$ cat src/rtl/ice51_boot_loader.sv
// ice51_boot_loader: UART (8N1) boot loader for the ice51 core.
// The first MEM_SIZE received bytes are written sequentially into code memory
// from address 0 while the core is held in reset. After that the core is
// released and every further byte is forwarded as an rx_valid/rx_data pulse.
// Optional feature macro: ICE51_LOADER_CHECKSUM_EN. When it is defined, one
// extra byte after the image must equal the 8-bit modular sum of the image,
// otherwise o_err is set and loading restarts from address 0.
module ice51_boot_loader #(
  parameter int CLKS_PER_BIT = 104,
  parameter int MEM_SIZE     = 1024,
  parameter int ADDR_W       = 10
) (
  input  logic              i_clk,
  input  logic              i_nrst,
  input  logic              i_uart_rx,
  output logic              o_mem_we,
  output logic [ADDR_W-1:0] o_mem_addr,
  output logic [7:0]        o_mem_wdata,
  output logic              o_core_rst,
  output logic              o_done,
  output logic              o_err,
  output logic              o_rx_valid,
  output logic [7:0]        o_rx_data
);

  localparam int CNT_W = $clog2(CLKS_PER_BIT + 1);
  localparam logic [CNT_W-1:0]  C_HALF_LAST = CNT_W'(CLKS_PER_BIT / 2 - 1);
  localparam logic [CNT_W-1:0]  C_BIT_LAST  = CNT_W'(CLKS_PER_BIT - 1);
  // One extra count bit so MEM_SIZE == 2**ADDR_W never wraps.
  localparam logic [ADDR_W:0]   C_LAST_CNT  = (ADDR_W + 1)'(MEM_SIZE - 1);

  // ---------------------------------------------------------------- receiver
  typedef enum logic [1:0] {RX_IDLE, RX_START, RX_DATA, RX_STOP} rx_state_t;

  logic             r_rx_meta, r_rx_sync, r_rx_prev;
  rx_state_t        r_rx_state, w_rx_state_next;
  logic [CNT_W-1:0] r_clk_cnt, w_clk_cnt_next;
  logic [2:0]       r_bit_cnt, w_bit_cnt_next;
  logic [7:0]       r_shift, w_shift_next;
  logic             r_byte_valid, w_byte_valid_next;

  // Two-flop synchroniser plus one history flop for falling-edge detection.
  always_ff @(posedge i_clk or posedge i_nrst) begin
    if (i_nrst) begin
      r_rx_meta <= 1'b1;
      r_rx_sync <= 1'b1;
      r_rx_prev <= 1'b1;
    end else begin
      r_rx_meta <= i_uart_rx;
      r_rx_sync <= r_rx_meta;
      r_rx_prev <= r_rx_sync;
    end
  end

  // Receiver state and datapath registers.
  always_ff @(posedge i_clk or posedge i_nrst) begin
    if (i_nrst) begin
      r_rx_state   <= RX_IDLE;
      r_clk_cnt    <= '0;
      r_bit_cnt    <= '0;
      r_shift      <= '0;
      r_byte_valid <= 1'b0;
    end else begin
      r_rx_state   <= w_rx_state_next;
      r_clk_cnt    <= w_clk_cnt_next;
      r_bit_cnt    <= w_bit_cnt_next;
      r_shift      <= w_shift_next;
      r_byte_valid <= w_byte_valid_next;
    end
  end

  // Receiver next state: sample mid-bit, LSB first; the stop sample returns
  // straight to IDLE so a back-to-back start edge is not missed.
  always_comb begin
    w_rx_state_next   = r_rx_state;
    w_clk_cnt_next    = r_clk_cnt + 1'b1;
    w_bit_cnt_next    = r_bit_cnt;
    w_shift_next      = r_shift;
    w_byte_valid_next = 1'b0;
    case (r_rx_state)
      RX_IDLE: begin
        w_clk_cnt_next = '0;
        if (r_rx_prev && !r_rx_sync) begin
          w_rx_state_next = RX_START;
          w_bit_cnt_next  = '0;
        end
      end
      RX_START: begin
        if (r_clk_cnt == C_HALF_LAST) begin
          w_clk_cnt_next  = '0;
          // A line back high at mid start bit was only a glitch.
          w_rx_state_next = r_rx_sync ? RX_IDLE : RX_DATA;
        end
      end
      RX_DATA: begin
        if (r_clk_cnt == C_BIT_LAST) begin
          w_clk_cnt_next = '0;
          w_shift_next   = {r_rx_sync, r_shift[7:1]};
          w_bit_cnt_next = r_bit_cnt + 3'd1;
          if (r_bit_cnt == 3'd7) begin
            w_rx_state_next = RX_STOP;
          end
        end
      end
      RX_STOP: begin
        if (r_clk_cnt == C_BIT_LAST) begin
          w_clk_cnt_next    = '0;
          // Framing error (stop bit 0) drops the byte silently.
          w_byte_valid_next = r_rx_sync;
          w_rx_state_next   = RX_IDLE;
        end
      end
      default: begin
        w_rx_state_next = RX_IDLE;
      end
    endcase
  end

  // ------------------------------------------------------------------ loader
`ifdef ICE51_LOADER_CHECKSUM_EN
  typedef enum logic [1:0] {LD_LOAD, LD_CHECK, LD_RUN} ld_state_t;
`else
  typedef enum logic [1:0] {LD_LOAD, LD_RUN} ld_state_t;
`endif

  ld_state_t         r_ld_state, w_ld_state_next;
  logic [ADDR_W:0]   r_count, w_count_next;
  logic              r_mem_we, w_mem_we_next;
  logic [ADDR_W-1:0] r_mem_addr, w_mem_addr_next;
  logic [7:0]        r_mem_wdata, w_mem_wdata_next;
  logic              r_core_rst, w_core_rst_next;
  logic              r_done, w_done_next;
  logic              r_rx_valid, w_rx_valid_next;
  logic [7:0]        r_rx_data, w_rx_data_next;
`ifdef ICE51_LOADER_CHECKSUM_EN
  logic [7:0]        r_sum, w_sum_next;
  logic              r_err, w_err_next;
`endif

  // Loader state and registered outputs.
  always_ff @(posedge i_clk or posedge i_nrst) begin
    if (i_nrst) begin
      r_ld_state  <= LD_LOAD;
      r_count     <= '0;
      r_mem_we    <= 1'b0;
      r_mem_addr  <= '0;
      r_mem_wdata <= '0;
      r_core_rst  <= 1'b1;
      r_done      <= 1'b0;
      r_rx_valid  <= 1'b0;
      r_rx_data   <= '0;
`ifdef ICE51_LOADER_CHECKSUM_EN
      r_sum       <= '0;
      r_err       <= 1'b0;
`endif
    end else begin
      r_ld_state  <= w_ld_state_next;
      r_count     <= w_count_next;
      r_mem_we    <= w_mem_we_next;
      r_mem_addr  <= w_mem_addr_next;
      r_mem_wdata <= w_mem_wdata_next;
      r_core_rst  <= w_core_rst_next;
      r_done      <= w_done_next;
      r_rx_valid  <= w_rx_valid_next;
      r_rx_data   <= w_rx_data_next;
`ifdef ICE51_LOADER_CHECKSUM_EN
      r_sum       <= w_sum_next;
      r_err       <= w_err_next;
`endif
    end
  end

  // Loader next state: write image bytes, then (optionally) verify, then run.
  always_comb begin
    w_ld_state_next  = r_ld_state;
    w_count_next     = r_count;
    w_mem_we_next    = 1'b0;
    w_mem_addr_next  = r_mem_addr;
    w_mem_wdata_next = r_mem_wdata;
    w_core_rst_next  = r_core_rst;
    w_done_next      = r_done;
    w_rx_valid_next  = 1'b0;
    w_rx_data_next   = r_rx_data;
`ifdef ICE51_LOADER_CHECKSUM_EN
    w_sum_next       = r_sum;
    w_err_next       = r_err;
`endif
    case (r_ld_state)
      LD_LOAD: begin
        if (r_byte_valid) begin
          w_mem_we_next    = 1'b1;
          w_mem_addr_next  = r_count[ADDR_W-1:0];
          w_mem_wdata_next = r_shift;
          w_count_next     = r_count + 1'b1;
`ifdef ICE51_LOADER_CHECKSUM_EN
          w_sum_next       = r_sum + r_shift;
          if (r_count == C_LAST_CNT) begin
            w_ld_state_next = LD_CHECK;
          end
`else
          if (r_count == C_LAST_CNT) begin
            w_ld_state_next = LD_RUN;
          end
`endif
        end
      end
`ifdef ICE51_LOADER_CHECKSUM_EN
      LD_CHECK: begin
        if (r_byte_valid) begin
          if (r_shift == r_sum) begin
            // Release the core in the cycle right after the checksum byte.
            w_ld_state_next = LD_RUN;
            w_err_next      = 1'b0;
            w_core_rst_next = 1'b0;
            w_done_next     = 1'b1;
          end else begin
            w_ld_state_next = LD_LOAD;
            w_err_next      = 1'b1;
            w_count_next    = '0;
            w_sum_next      = '0;
          end
        end
      end
`endif
      LD_RUN: begin
        // Entered together with the last write strobe, so the core is
        // released one cycle after that strobe.
        w_core_rst_next = 1'b0;
        w_done_next     = 1'b1;
        if (r_byte_valid) begin
          w_rx_valid_next = 1'b1;
          w_rx_data_next  = r_shift;
        end
      end
      default: begin
        w_ld_state_next = LD_LOAD;
      end
    endcase
  end

  assign o_mem_we    = r_mem_we;
  assign o_mem_addr  = r_mem_addr;
  assign o_mem_wdata = r_mem_wdata;
  assign o_core_rst  = r_core_rst;
  assign o_done      = r_done;
  assign o_rx_valid  = r_rx_valid;
  assign o_rx_data   = r_rx_data;
`ifdef ICE51_LOADER_CHECKSUM_EN
  assign o_err       = r_err;
`else
  assign o_err       = 1'b0;
`endif

endmodule

$ cat config.mk
export PLATFORM = sky130hd
export DESIGN_NAME = ice51_boot_loader
export DESIGN_NICKNAME = d
export VERILOG_FILES = /design/src/rtl/ice51_boot_loader.sv
export SDC_FILE = /design/constraint.sdc
export NUM_CORES = 1
export LEC_CHECK = 0
export CAP_MARGIN = 20
export CORE_ASPECT_RATIO = 1.2
export CORE_UTILIZATION = 40
export CTS_CLUSTER_DIAMETER = 80
export DETAILED_ROUTE_END_ITERATION = 16
export PLACE_DENSITY_LB_ADDON = 0.3
export SYNTH_ARGS = -nofsm -noshare
export SYNTH_HDL_FRONTEND = slang
export SYNTH_SLANG_ARGS = --single-unit
$ cat constraint.sdc
create_clock -name i_clk -period 4.1 [get_ports i_clk]
set_input_delay 0.41 -clock i_clk [delete_from_list [all_inputs] [get_ports i_clk]]
set_output_delay 0.41 -clock i_clk [all_outputs]
set_load 0.005 [all_outputs]
Yosys cells after proc, flatten, opt, wreduce, memory -nomap -nowiden

Index checks and enable logic that the tools add are counted.

Memories: 0
Bits in latches: 0
Bits in writable memories: 0
Flip-flop bits (word level): 67
ROM bits: 0
Output and inout port bits: 31

Eq/ne operators: 15
Mux-type cells: 21
Order comparisons: 0
$mul: 0
Add/subtract/negate cells: 3
Divide/modulo/power cells: 0
Shift-type cells: 0
Bitwise gates (word level): 1
Reductions and logical operators: 12

Operators with widths:

| operator                                                           | number |
|---|---|
| 7-bit one-hot mux with 3 select lines                              | 1 |
| 2-bit 2-to-1 mux                                                   | 8 |
| 7-bit 2-to-1 mux                                                   | 2 |
| 2-bit inequality test (second input constant)                      | 7 |
| 11-bit by 1-bit adder with 11-bit output (second input constant)   | 1 |
| 11-bit by 10-bit == test with 1-bit output (second input constant) | 1 |
| 2-bit one-hot mux with 4 select lines                              | 1 |
| 7-bit by 1-bit adder with 7-bit output (second input constant)     | 1 |
| 7-bit by 6-bit == test with 1-bit output (second input constant)   | 1 |
| 7-bit == test (second input constant)                              | 1 |
| 3-bit 2-to-1 mux                                                   | 2 |
| 3-bit one-hot mux with 2 select lines                              | 1 |
| 2-bit AND reduction                                                | 3 |
| 3-bit AND reduction                                                | 2 |
| 1-bit 2-to-1 mux                                                   | 5 |
| 5-bit AND reduction                                                | 1 |
| 2-bit by 1-bit == test with 1-bit output (second input constant)   | 2 |
| 2-bit == test (second input constant)                              | 2 |
| 2-bit logical NOT                                                  | 2 |
| 2-bit one-hot mux with 2 select lines                              | 1 |
| 3-bit by 1-bit adder with 3-bit output (second input constant)     | 1 |
| 3-bit == test (second input constant)                              | 1 |
| 2-bit nonzero test                                                 | 1 |
| 2-bit OR reduction                                                 | 1 |
| 3 further kinds                                                    | 3 |

Longest topological paths before layout

Depth in word-level cells: 4
Depth in mapped cells: 6
Gate-level depth less buffers: 5

Worst setup path before layout

No wires, ideal clock.

Path kind: register -> register
Start point: reg r_clk_cnt[0]
End point: reg r_shift[0]
Path slack: 2473 ps
Library setup time: 125 ps
Arrival: 1501 ps
Stages on the path, launching flop included: 6
Cells stage by stage: dfrtp_1 -> ha_1 -> nand3b_1 -> or3_4 -> buf_6 -> mux2_4

Cells in the longest elaborated chain, start to end: 2

Ends and longest elaborated chain:

| element                              | line | text |
|---|---|---|
| from (decl)                          | 37   | `logic [CNT_W-1:0] r_clk_cnt, w_clk_cnt_next;` |
| from (signal assigned)               | 65   | `r_clk_cnt <= w_clk_cnt_next;` |
| 7-bit == test                        | 96   | `if (r_clk_cnt == C_BIT_LAST) begin` |
| 2-bit AND reduction (no source line) | --   |  |
| to (signal assigned)                 | 67   | `r_shift <= w_shift_next;` |
| to (decl)                            | 39   | `logic [7:0] r_shift, w_shift_next;` |

Every way passes these cells.
A chain may end at the register's enable or synchronous reset.

Worst setup path after layout

Start point: reg r_ld_state[0]
End point: reg r_count[3]

Cells in the longest elaborated chain, start to end: 2

Ends and longest elaborated chain:

| element                              | line | text |
|---|---|---|
| from (decl)                          | 126  | `ld_state_t r_ld_state, w_ld_state_next;` |
| from (signal assigned)               | 157  | `r_ld_state <= w_ld_state_next;` |
| 2-bit logical NOT                    | 188  | `case (r_ld_state)` |
| 2-bit AND reduction (no source line) | --   |  |
| to (signal assigned)                 | 158  | `r_count <= w_count_next;` |
| to (decl)                            | 127  | `logic [ADDR_W:0] r_count, w_count_next;` |

Every way passes these cells.

==> out/results.txt <==
Gate power share - 6.8%
Critical Path Fanout Max - 23
main combinational cell family by area after synthesis - simple AND/OR/NAND/NOR gates
Worst-path clk slew - 0.07 ns
drt pass-1 iters - 4
grt ovf - 0
H-tree levels - 3
post-route minimum period - 2.11 ns
max-cap viol count - 0
Synth Cell Area - 0.00272 sq mm
Via density - 4.78
multi-input logic area - 980 sq um
Die X - 77.3 um
power per cell area - 405 mW/mm^2
post-synthesis cell type count - 42
Final ANT Viol Nets - 0
IO buf count - 32
Post-Route WL - 4710 um
#FFs+latches synth - 66
hold violation total from the final report - 0
Placed Cells - 343
Switch Pwr - 313 uW
Core Box Area - 0.00649 sq mm
Clock Latency Late Sink - 0.33 ns
fin cells - 359
Sink Count - 66
Starting DRT DRC Count - 110
switching share of power - 23.4%
Critical Path End Type - flip-flop
fin crit share - 51.4%
CTS Buffer Depth - 2
Chip Height - 92.3 um
Leakage Power - 0.00164 uW
Sequential Area - 0.00166 sq mm
Placed Area - 0.00311 sq mm
Syn Area/Cell - 11.7 sq um
mux cell area share after synthesis - 8.70%
kind of critical path - flip-flop to flip-flop
power share of the clock group - 39.1%
Crit path arrival time - 2.36 ns
largest net degree at the start of global routing - 40
Clock Skews - 0.00483 ns
DIE AREA - 0.00713 sq mm
first-pass GRT wire length - 8080 um
CTS tree - yes
Root Buffer - clkbuf_8
antenna violations before repair - 0
hold_buf cts - 0
Vias - 1716
hold path depth - 0
Final Instance Area - 0.00330 sq mm
commonest cells after routing, fill and taps aside - dfrtp_1 (62), nand2_1 (60), clkdlybuf4s50_1 (32)
Crit path required time - 4.35 ns
post-synth net total - 241
TritonCTS buffer count - 9
GP Congestion - 0.757
sequential fraction of design power - 54.0%
number of global-route vias before repair - 1676
status - complete, no violations
Max Freq - 474 MHz
ys async rst share - 100%
commonest non-fill, non-tap cell in the layout - dfrtp_1
R2R cell count - 4
layout net count - 277
GRT Total Usage - 15.0%
worst hold path class - flip-flop to flip-flop
Ports - 34
Pint - 1020 uW
Post CTS Setup Buffer Count - 0
peak supply drop - 0.320 mV
Post-Synth Adder-Cell Area - 2.30%
DRC viols - 0
XOR/XNOR share of the synthesized area - 4.19%
RSZ-0062 raised after global routing - no
Synth Area in Compound Gates - 4.37%
diodes inserted - 0
Filler Cells Inserted - 588
Critical Path Start Type - flip-flop
# setup viols final - 0
row cnt - 32
actual slew at the worst max-slew pin - 0.830 ns
sequential fraction of the synthesis area - 60.9%
Final Max Tran Viols - 0
post-cts resize count - 0
top_reg_cell synth - dfrtp_1
EDFF count, synth - 0
Initial Utilization - 41.9%
relative slew slack - 44.7%
fraction of final layout cells sized beyond drive strength 1 - 15.0%
final setup TNS - 0 ns
Simple-Gate Fraction of Synth Area - 16.3%
Syn. warnings - 0
Mapped Cells - 233
post-DR wirelength/cell - 13.1 um
Layout area overhead - 21.3%
post-detail-place hpwl - 3160 um
[per-layer routing]
layer  GRT usage [%]  part of all wire [%]  up-vias  wire length, um
met3            2.96                   2.7       11              125
met1            19.1                    46      818             2170
li1                -                     -      848                -
met5               0                     0        -                0
met4            8.96                   2.5        0              120
met2            23.6                    49       39             2300
[critical path, cell delays in order (launching register included)]
cell and delay, ns:
dfrtp_1 0.42, nand2b_1 0.68, inv_1 0.54, nand4_1 0.24
xnor2_1 0.14
[stage by stage]
step | hold WS (ns) | power (uW) | util, % | setup slack, ns
3_3_place_gp | 0.349 | 822 | 47.9 | 2.01
6_report | 0.357 | 1340 | 50.8 | 1.99
3_5_place_dp | 0.349 | 827 | 47.9 | 1.97
4_1_cts | 0.358 | 1350 | 50.8 | 1.95
2_1_floorplan | 0.345 | 807 | - | 2.04
5_1_grt | 0.365 | 1400 | 50.8 | 1.67
[sequential cells by signal, summed over array words and instances (netlist names), named ones only]
register,cells
r_count,11
o_mem_addr,10
o_mem_wdata,8
o_rx_data,8
r_shift,8
r_clk_cnt,7
r_bit_cnt,3
o_core_rst,1
o_done,1
o_mem_we,1
o_rx_valid,1
r_byte_valid,1
r_ld_state,1
r_rx_meta,1
r_rx_prev,1
r_rx_state,1
r_rx_sync,1
[layout make-up]
type	instances	area share (%)
Clock buffer	13	4.52
Clock inverter	3	1.21
Inverter	10	1.14
Multi-Input combinational cell	149	29.7
Sequential cell	66	50.2
Tap cell	85	3.23
Timing Repair Buffer	33	9.94
[power by group through the flow]
stage                     sequential [uW]  clock [uW]  combinational [uW]
final                                 722         523                91.2
after CTS                             722         536                93.6
after global routing                  727         571                 106
after global placement                733           0                88.6
after floorplan                       714           0                92.9
after detailed placement              734           0                93.1
[synthesized netlist by cell type (2+ instances only)]
cell / number / area share, %
mux2_4: 7 / 3.9
o21ai_0: 5 / 0.92
a21oi_1: 5 / 0.92
dfstp_2: 4 / 3.9
clkbuf_1: 5 / 0.69
nor2b_1: 2 / 0.46
nand3_1: 5 / 0.92
xnor2_1: 8 / 2.6
ha_1: 5 / 2.3
buf_4: 2 / 0.55
nand2_1: 60 / 8.3
nand3b_1: 4 / 1.1
inv_1: 10 / 1.4
xor2_1: 5 / 1.6
nor3_1: 4 / 0.74
mux2_2: 9 / 3.7
dfrtp_1: 62 / 57
nand4_1: 3 / 0.69
mux2i_1: 3 / 1.1
or3_1: 2 / 0.46
a22oi_1: 2 / 0.55
[cells by family after synthesis]
kind of cell,count (synthesis)
buffers and inverters,18
xor gates and xnor gates,13
and+or+nand+nor,92
other,1
adders and majority gates,5
AOI/OAI and AO/OA,19
muxes,19
DFF,66
[final timing paths]
kind	from	to	slack (ns)
setup / recovery	r_ld_state[0]$_DFFE_PP0P_	r_count[3]$_DFFE_PP0P_	1.99
hold / removal	r_rx_meta$_DFF_PP1_	r_rx_sync$_DFF_PP1_	0.36
setup reg to reg	r_ld_state[0]$_DFFE_PP0P_	r_count[3]$_DFFE_PP0P_	1.99
hold reg to reg	r_rx_meta$_DFF_PP1_	r_rx_sync$_DFF_PP1_	0.36
max in group asynchronous	i_nrst	r_rx_meta$_DFF_PP1_	2.63
min in group asynchronous	i_nrst	o_mem_addr[3]$_DFFE_PP0P_	0.56
Note: power is estimated with default switching activity, not from simulation.
